==> config.mk <==
export PLATFORM = sky130hd
export DESIGN_NAME = timer_counter_flat
export DESIGN_NICKNAME = d
export VERILOG_FILES = /design/src/rtl/timer_pkg.sv /design/src/rtl/timer_counter_if.sv /design/src/rtl/timer_counter_tick_gen.sv /design/src/rtl/timer_counter.sv /design/src/flat_wrapper.sv
export SDC_FILE = /design/constraint.sdc
export NUM_CORES = 1
export LEC_CHECK = 0
export CORE_MARGIN = 2
export CORE_UTILIZATION = 26
export CTS_CLUSTER_DIAMETER = 50
export DETAILED_ROUTE_END_ITERATION = 10
export PLACE_DENSITY = 0.57
export SLEW_MARGIN = 0
export SYNTH_ARGS = -nofsm -noshare
export SYNTH_HDL_FRONTEND = slang
export SYNTH_HIERARCHICAL = 1
export SYNTH_SLANG_ARGS = --single-unit
==> constraint.sdc <==
create_clock -name clk -period 9.3 [get_ports clk]
set_input_delay 1.86 -clock clk [delete_from_list [all_inputs] [get_ports clk]]
set_output_delay 1.86 -clock clk [all_outputs]
set_load 0.005 [all_outputs]
==> src/rtl/timer_pkg.sv <==
// Shared constants for the APB timer counting stage and its register block.
package timer_pkg;

  // Counter/compare/load width shared with the register block.
  localparam int TIMER_WIDTH = 32;

  // Encoding of the cnt_dir control bit.
  localparam logic DIR_UP   = 1'b0;
  localparam logic DIR_DOWN = 1'b1;

endpackage

==> src/rtl/timer_counter_if.sv <==
// Control/status bundle between the APB register block (master) and the
// timer counting stage (slave). clk and rst are kept as plain ports.
interface timer_counter_if #(
  parameter int WIDTH = timer_pkg::TIMER_WIDTH
);

  logic             clk_div;
  logic             div_en;
  logic             timer_en;
  logic             halt;
  logic             cnt_dir;
  logic             cnt_wr;
  logic [WIDTH-1:0] cnt_wdata;
  logic [WIDTH-1:0] cmp_val;
  logic             int_en;
  logic             int_clr;
  logic             ovf_clr;
  logic [WIDTH-1:0] cnt;
  logic             int_sts;
  logic             ovf_sts;
  logic             irq;

  // Register-block side: drives controls, observes count and status.
  modport master (
    output clk_div, div_en, timer_en, halt, cnt_dir, cnt_wr, cnt_wdata,
    output cmp_val, int_en, int_clr, ovf_clr,
    input  cnt, int_sts, ovf_sts, irq
  );

  // Timer side.
  modport slave (
    input  clk_div, div_en, timer_en, halt, cnt_dir, cnt_wr, cnt_wdata,
    input  cmp_val, int_en, int_clr, ovf_clr,
    output cnt, int_sts, ovf_sts, irq
  );

endinterface

==> src/rtl/timer_counter_tick_gen.sv <==
// Tick generator: rising-edge detector on the prescaler output with a
// bypass that ticks every cycle. Kept separate so a capture channel can reuse it.
module tick_gen (
  input  logic clk,
  input  logic rst,
  input  logic clk_div,
  input  logic div_en,
  output logic tick
);

  logic clk_div_q, clk_div_d;
  logic primed_q, primed_d;

  // Next-state: sample clk_div every cycle; primed goes high one cycle after reset.
  always_comb begin
    clk_div_d = clk_div;
    primed_d  = 1'b1;
  end

  // History flops; both cleared by reset.
  always_ff @(posedge clk) begin
    if (rst) begin
      clk_div_q <= 1'b0;
      primed_q  <= 1'b0;
    end else begin
      clk_div_q <= clk_div_d;
      primed_q  <= primed_d;
    end
  end

  // The history flop is forced low in reset, so in the first cycle after release
  // it cannot tell a genuine edge from a level that was already high. That cycle
  // is masked, which means a clk_div held high through reset does not tick.
  always_comb begin
    tick = 1'b1;
    if (div_en) begin
      tick = clk_div & ~clk_div_q & primed_q;
    end
  end

endmodule

==> src/rtl/timer_counter.sv <==
// Timer counting stage: counts prescaler ticks in a loadable up/down counter,
// raises sticky compare-match and overflow status and a maskable irq.
// Optional macro TIMER_AUTO_RELOAD_EN selects periodic (auto-reload) mode.
module timer_counter
  import timer_pkg::*;
#(
  parameter int WIDTH = TIMER_WIDTH
) (
  input  logic            clk,
  input  logic            rst,
  timer_counter_if.slave  bus
);

  localparam logic [WIDTH-1:0] ONE = {{(WIDTH-1){1'b0}}, 1'b1};

  logic             tick;
  logic             step;
  logic             wrap;
  logic [WIDTH-1:0] cnt_nxt;
  logic [WIDTH-1:0] cnt_q, cnt_d;
  logic             int_sts_q, int_sts_d;
  logic             ovf_sts_q, ovf_sts_d;
  logic             irq_q, irq_d;

  tick_gen u_tick_gen (
    .clk     (clk),
    .rst     (rst),
    .clk_div (bus.clk_div),
    .div_en  (bus.div_en),
    .tick    (tick)
  );

  // Counter, status and irq next-state; load beats step, step beats hold.
  always_comb begin
    step      = bus.timer_en & ~bus.halt & tick;
    cnt_d     = cnt_q;
    int_sts_d = int_sts_q & ~bus.int_clr;
    ovf_sts_d = ovf_sts_q & ~bus.ovf_clr;
    if (bus.cnt_dir == DIR_DOWN) begin
      cnt_nxt = cnt_q - ONE;
      wrap    = (cnt_q == '0);
    end else begin
      cnt_nxt = cnt_q + ONE;
      wrap    = (cnt_q == '1);
    end

    if (bus.cnt_wr) begin
      // A load never evaluates match or overflow.
      cnt_d = bus.cnt_wdata;
    end else if (step) begin
      cnt_d = cnt_nxt;
      // Match only on a step, so a static count or a cmp_val rewrite never fires.
      if (cnt_nxt == bus.cmp_val) begin
        int_sts_d = 1'b1;
      end
      if (wrap) begin
        ovf_sts_d = 1'b1;
      end
`ifdef TIMER_AUTO_RELOAD_EN
      if (bus.cnt_dir == DIR_UP && cnt_nxt == bus.cmp_val) begin
        cnt_d = '0;
      end else if (bus.cnt_dir == DIR_DOWN && wrap) begin
        cnt_d = bus.cmp_val;
      end
`endif
    end

    irq_d = bus.int_en & (int_sts_q | ovf_sts_q);
  end

  // State registers.
  always_ff @(posedge clk) begin
    if (rst) begin
      cnt_q     <= '0;
      int_sts_q <= 1'b0;
      ovf_sts_q <= 1'b0;
      irq_q     <= 1'b0;
    end else begin
      cnt_q     <= cnt_d;
      int_sts_q <= int_sts_d;
      ovf_sts_q <= ovf_sts_d;
      irq_q     <= irq_d;
    end
  end

  assign bus.cnt     = cnt_q;
  assign bus.int_sts = int_sts_q;
  assign bus.ovf_sts = ovf_sts_q;
  assign bus.irq     = irq_q;

endmodule
==> src/flat_wrapper.sv <==
// flat-port wrapper written by rule: the top's interface ports become plain ports
module timer_counter_flat import timer_pkg::*;
#(
  parameter int WIDTH = TIMER_WIDTH
)
  (clk, rst, bus_clk_div, bus_div_en, bus_timer_en, bus_halt, bus_cnt_dir, bus_cnt_wr, bus_cnt_wdata, bus_cmp_val, bus_int_en, bus_int_clr, bus_ovf_clr, bus_cnt, bus_int_sts, bus_ovf_sts, bus_irq);
  timer_counter_if #(.WIDTH(WIDTH)) bus_i ();
  input  logic clk;
  input  logic rst;
  input wire logic [$bits(bus_i.clk_div)-1:0] bus_clk_div;
  input wire logic [$bits(bus_i.div_en)-1:0] bus_div_en;
  input wire logic [$bits(bus_i.timer_en)-1:0] bus_timer_en;
  input wire logic [$bits(bus_i.halt)-1:0] bus_halt;
  input wire logic [$bits(bus_i.cnt_dir)-1:0] bus_cnt_dir;
  input wire logic [$bits(bus_i.cnt_wr)-1:0] bus_cnt_wr;
  input wire logic [$bits(bus_i.cnt_wdata)-1:0] bus_cnt_wdata;
  input wire logic [$bits(bus_i.cmp_val)-1:0] bus_cmp_val;
  input wire logic [$bits(bus_i.int_en)-1:0] bus_int_en;
  input wire logic [$bits(bus_i.int_clr)-1:0] bus_int_clr;
  input wire logic [$bits(bus_i.ovf_clr)-1:0] bus_ovf_clr;
  output wire logic [$bits(bus_i.cnt)-1:0] bus_cnt;
  output wire logic [$bits(bus_i.int_sts)-1:0] bus_int_sts;
  output wire logic [$bits(bus_i.ovf_sts)-1:0] bus_ovf_sts;
  output wire logic [$bits(bus_i.irq)-1:0] bus_irq;
  assign bus_i.clk_div = bus_clk_div;
  assign bus_i.div_en = bus_div_en;
  assign bus_i.timer_en = bus_timer_en;
  assign bus_i.halt = bus_halt;
  assign bus_i.cnt_dir = bus_cnt_dir;
  assign bus_i.cnt_wr = bus_cnt_wr;
  assign bus_i.cnt_wdata = bus_cnt_wdata;
  assign bus_i.cmp_val = bus_cmp_val;
  assign bus_i.int_en = bus_int_en;
  assign bus_i.int_clr = bus_int_clr;
  assign bus_i.ovf_clr = bus_ovf_clr;
  assign bus_cnt = bus_i.cnt;
  assign bus_int_sts = bus_i.int_sts;
  assign bus_ovf_sts = bus_i.ovf_sts;
  assign bus_irq = bus_i.irq;
  timer_counter #(.WIDTH(WIDTH)) u_core (.clk(clk), .rst(rst), .bus(bus_i));
endmodule
# Word level (Yosys, flattened, before mapping)
# Index checks and enable logic that the tools add are counted.
totals:
  register_bits: 37
  output_inout_bits: 35
  word_cells: 36
  in_bits: 75
classes:
  eq_ne: 2
  mux: 12
  reduce_logical: 2
  add_sub_neg: 2
  n_bitwise: 12
ops:
  columns: ["op", "n"]
  rows:
  - ["32-bit 2-to-1 mux", 3]
  - ["32-bit by 1-bit adder with 32-bit output (second input constant)", 1]
  - ["32-bit == test", 1]
  - ["32-bit == test (second input constant)", 1]
  - ["32-bit logical NOT", 1]
  - ["32-bit by 1-bit subtractor with 32-bit output (second input constant)", 1]
  - ["1-bit 2-to-1 mux", 9]
  - ["1-bit bitwise AND", 7]
  - ["1-bit NOT", 4]
  - ["2-bit nonzero test", 1]
  - ["1-bit bitwise OR", 1]

# Logic depth before layout (Yosys ltp)
logic_depth:
  ltp_word: 7
  ltp_mapped: 13
  ltp_nobuf: 12

# Hierarchy
# The synthesis kept the hierarchy.
by_module_without_submodules:
  columns: ["mod", "n_inst", "cells_per_inst", "area_each_um2", "seq_area_each_um2"]
  rows:
  - ["timer_counter", 1, 593, 4145.2, 700.7]
  - ["tick_gen", 1, 6, 62.6, 40.0]

# Worst setup path before layout
# OpenSTA, ideal clock, no wires.
synth_path:
  path_type: "in2reg"
  startpoint: "input bus_cnt_dir"
  endpoint: "register u_core.int_sts_q (netlist: u_core/bus.int_sts)"
  setup_time_ps: 69
  path_buffers: 1
  t_required_ps: 9231
  path_stages: 12
  arrival_ps: 4422
  path_slack_ps: 4810
  path_cell_list: "ha_1 > buf_2 > a21oi_1 > o21ai_2 > a2111oi_2 > a211oi_2 > a211oi_2 > o21ai_2 > xor2_2 > xnor2_1 > or4_1 > o21ai_1"
synth_between:
  elab_chain_len: 5
synth_rtl:
  columns: ["element", "line_no", "source"]
  rows:
  - ["start, declared", "flat_wrapper.sv:14", "input wire logic [$bits(bus_i.cnt_dir)-1:0] bus_cnt_dir;"]
  - ["32-bit 2-to-1 mux", "timer_counter.sv:39", "if (bus.cnt_dir == DIR_DOWN) begin"]
  - ["32-bit == test", "timer_counter.sv:53", "if (cnt_nxt == bus.cmp_val) begin"]
  - ["1-bit 2-to-1 mux", "timer_counter.sv:53", null]
  - ["1-bit 2-to-1 mux", "timer_counter.sv:50", "end else if (step) begin"]
  - ["1-bit 2-to-1 mux", "timer_counter.sv:47", "if (bus.cnt_wr) begin"]
  - ["end signal, assigned", "timer_counter.sv:80", "int_sts_q <= int_sts_d;"]
  - ["end, declared", "timer_counter.sv:21", "logic int_sts_q, int_sts_d;"]
# No other way between the ends.
# A chain may end at the register's enable or synchronous reset.

# Worst setup path after layout
# Ends and elaborated chain as after synthesis.

==> out/summary.txt <==
port bufs -> 109
H-tree Lvls -> 2
vias in the first global route -> 4451
initial detailed-routing violation count -> 333
vias per inst -> 5.13
final WL -> 15200 µm
Async SR Flop Fraction -> 0
Worst Slack Setup Final -> 3480 ps
row count -> 46
Ports -> 110
slowest cell on the critical path -> nor4_1
RSZ-0062 raised after global routing -> no
Leak Pwr -> 2.06 nW
Fin Hold WS -> 483 ps
TritonCTS clock tree -> done
Ys Warns -> 6
Tot GR Track Use -> 0.177
Critical Path Max Stage Delay -> 510 ps
total power -> 0.662 mW
Setup Crit Path Kind -> input pin to flip-flop
clk sinks -> 37
Post-Route Setup TNS -> 0 ps
Hold Vio Cnt, Final -> 0
Least-Margin Pin Slew -> 773 ps
Placed Area -> 5440 µm²
Seq/Total Area, Yosys -> 0.176
CP delay by family, top -> compound AO/OA/AOI/OAI gates
Final nets -> 789
clk root buf -> clkbuf_16
Hold Path End -> u_core/bus.int_sts$_SDFF_PP0_
maximum vdd drop -> 0.0000628 V
fin crit share -> 0.625
clk slew on worst S/H paths -> 60 ps
Reg-to-Reg Start -> u_core/bus.cnt[15]$_SDFFE_PP0P_
first-pass GRT wire length -> 24500 µm
syn nets -> 705
Mean Syn Cell Area -> 7.02 µm²
chip width -> 131 µm
Reg-to-Reg End -> u_core/bus.int_sts$_SDFF_PP0_
1st-pass router iterations -> 5
Clock Skews -> 4.16 ps
design area -> 5570 µm²
outcome -> finished, final reports clean
Hold-fix buffers, CTS -> 0
Syn-to-layout area delta -> 32.4%
n_diodes -> 0
Min-Delay Startpoint -> u_core/bus.int_sts$_SDFF_PP0_
reg2reg path depth -> 11
initial antenna violation count -> 0
vias -> 4615
remaining antenna violation count -> 0
Min Clock Period, post-route -> 5820 ps
worst-case clock buffer depth -> 2
Hold Crit Class -> flip-flop to flip-flop
Die Y -> 131 µm
Synth Register Bits -> 37
worst hold path cell count -> 2
largest net degree at the start of global routing -> 64
top_reg_cell synth -> dfxtp_1
CTS buffer count -> 5
pwr/cell area -> 119 nW/µm²
flop2flop setup slack -> 5510 ps
Buf/Inv on CP -> 2
Core Box Area -> 15800 µm²
WL/cell -> 16.9 µm
routability cong. -> 0.887
worst-path maximum fanout -> 34
pins over their slew limit -> 0
Starting Density -> 0.266
post-cts resize count -> 0
Post CTS Setup Buffer Count -> 0
Critical Path RT -> 9530 ps
placed cells -> 892
critical path cell sequence -> clkdlybuf4s50_1, buf_4, ha_1, a21oi_1, o211ai_2, a31oi_2, o21ai_1, xor2_1, xor2_1, nor4_1, nand4_1, or4_1, o21ai_1
post-synthesis cell type count -> 62
worst rel slew slack -> 0.483
Critical Path End Type -> flip-flop
Place WS -> 3280 ps
Final Setup Violations -> 0
Final Non-Filler Cells -> 900
clk_lat worst skew -> 290 ps
EDFF count, synth -> 0
DP Wirelength -> 11800 µm
total congestion overflow -> 0
WP data arrival -> 6050 ps
Core Util, Final -> 0.352
Mapped Area -> 4210 µm²
FMAX -> 172 MHz
Post-Synthesis Cells -> 599
Startpoint Class -> input pin
layout cells sized above 1 -> 0.0439
number of remaining DRC errors -> 0
die area -> 17200 µm²
maxcap violations -> 0
[cells by family after synthesis]
| logic type | share of synthesized area |
|---|---|
| DFF | 0.176 |
| adders and majority gates | 0.0940 |
| buffers and inverters | 0.0508 |
| xor gates and xnor gates | 0.146 |
| AOI/OAI and AO/OA | 0.272 |
| and+or+nand+nor | 0.251 |
| muxes | 0.00981 |
[power breakdown]
group	internal (mW)	switching (mW)
Clock	0.0999	0.0710
Sequential	0.169	0.0164
Combinational	0.140	0.165
Total	0.409	0.253
[how the worst max path moves through the flow]
stage	startpoint	endpoint	slack, ps	cells past startpoint
finish	bus_cnt_dir	u_core/bus.int_sts$_SDFF_PP0_	3480	13
global placement	bus_cnt_dir	u_core/bus.int_sts$_SDFF_PP0_	3280	13
detailed placement	bus_cnt_dir	u_core/bus.int_sts$_SDFF_PP0_	3280	13
global route	bus_cnt_dir	u_core/bus.int_sts$_SDFF_PP0_	3170	13
CTS	bus_cnt_dir	u_core/bus.int_sts$_SDFF_PP0_	3560	13
floorplan	bus_cnt_dir	u_core/bus.int_sts$_SDFF_PP0_	4810	12
[state kept, by name, indices dropped and copies added (netlist names)]
| register | cells |
|---|---|
| u_core/u_tick_gen/clk_div_q | 1 |
| u_core/bus.cnt | 32 |
| u_core/bus.int_sts | 1 |
| u_core/u_tick_gen/primed_q | 1 |
| u_core/bus.ovf_sts | 1 |
| u_core/bus.irq | 1 |
[placed cells by master, fill, tap and decap left out, types with 3 or more instances in the layout]
cell,synthesis,layout
a31oi_1,8,8
xnor2_1,41,41
mux2i_1,3,3
o211ai_1,5,5
o22ai_1,6,6
nand3_1,9,9
a21o_1,7,7
dfxtp_1,37,37
a211oi_2,3,3
a21oi_1,90,90
ha_1,30,30
nor4b_1,3,3
o21a_1,3,3
xor2_1,22,22
o21ai_1,3,3
buf_4,2,3
o31ai_1,4,4
inv_1,15,15
clkbuf_16,0,5
clkdlybuf4s50_1,0,108
a211oi_1,7,7
a221oi_1,3,3
nor3_1,10,10
nand4_1,19,19
nor2_1,67,66
nand2_1,82,82
o21ai_2,4,4
nor3b_1,3,3
clkbuf_1,22,3
o21ai_0,21,21
nor4_1,15,15
or2_2,3,3
or4_1,4,4
[worst reg2reg max path: cells and delay by family, from the launching register on]
family                     cells  cell delay (ps)
adders and majority gates      1              540
DFF                            1              400
AOI/OAI and AO/OA              4             1260
xor gates and xnor gates       2              340
and+or+nand+nor                4             1200
[cells in the mapped netlist, types with 3 or more instances]
library cell	n	share of area
inv_1	15	0.013
nand3_1	9	0.011
nor4b_1	3	0.0062
o211ai_1	5	0.0089
o22ai_1	6	0.0089
a21oi_1	90	0.11
a211oi_2	3	0.0089
xor2_1	22	0.046
o21a_1	3	0.0054
clkbuf_1	22	0.020
a31oi_1	8	0.012
nor3_1	10	0.012
nand4_1	19	0.028
a21o_1	7	0.012
mux2i_1	3	0.0071
a211oi_1	7	0.012
or4_1	4	0.0071
ha_1	30	0.089
nor2_1	67	0.060
nor3b_1	3	0.0054
nor4_1	15	0.022
nand2_1	82	0.073
o21ai_0	21	0.025
o21ai_1	3	0.0036
a221oi_1	3	0.0062
xnor2_1	41	0.085
dfxtp_1	37	0.18
or2_2	3	0.0045
o31ai_1	4	0.0071
o21ai_2	4	0.0083
buf_2	9	0.011
[final cells by class]
class | count | area, µm²
well taps | 216 | 270
fillers | 1715 | 10300
flip-flops and latches | 37 | 741
inverters | 15 | 56.3
repair buffers | 112 | 1110
clock buffers | 8 | 136
multi-input cells | 512 | 3260
[routing by layer]
layer,up-vias,global-route usage,wire [µm]
li1,2335,-,-
met1,2128,0.239,7250
met2,135,0.289,6920
met3,17,0.0336,714
met4,0,0.0489,308
met5,-,0,0
No activity file was read; power rests on OpenSTA's default activity.
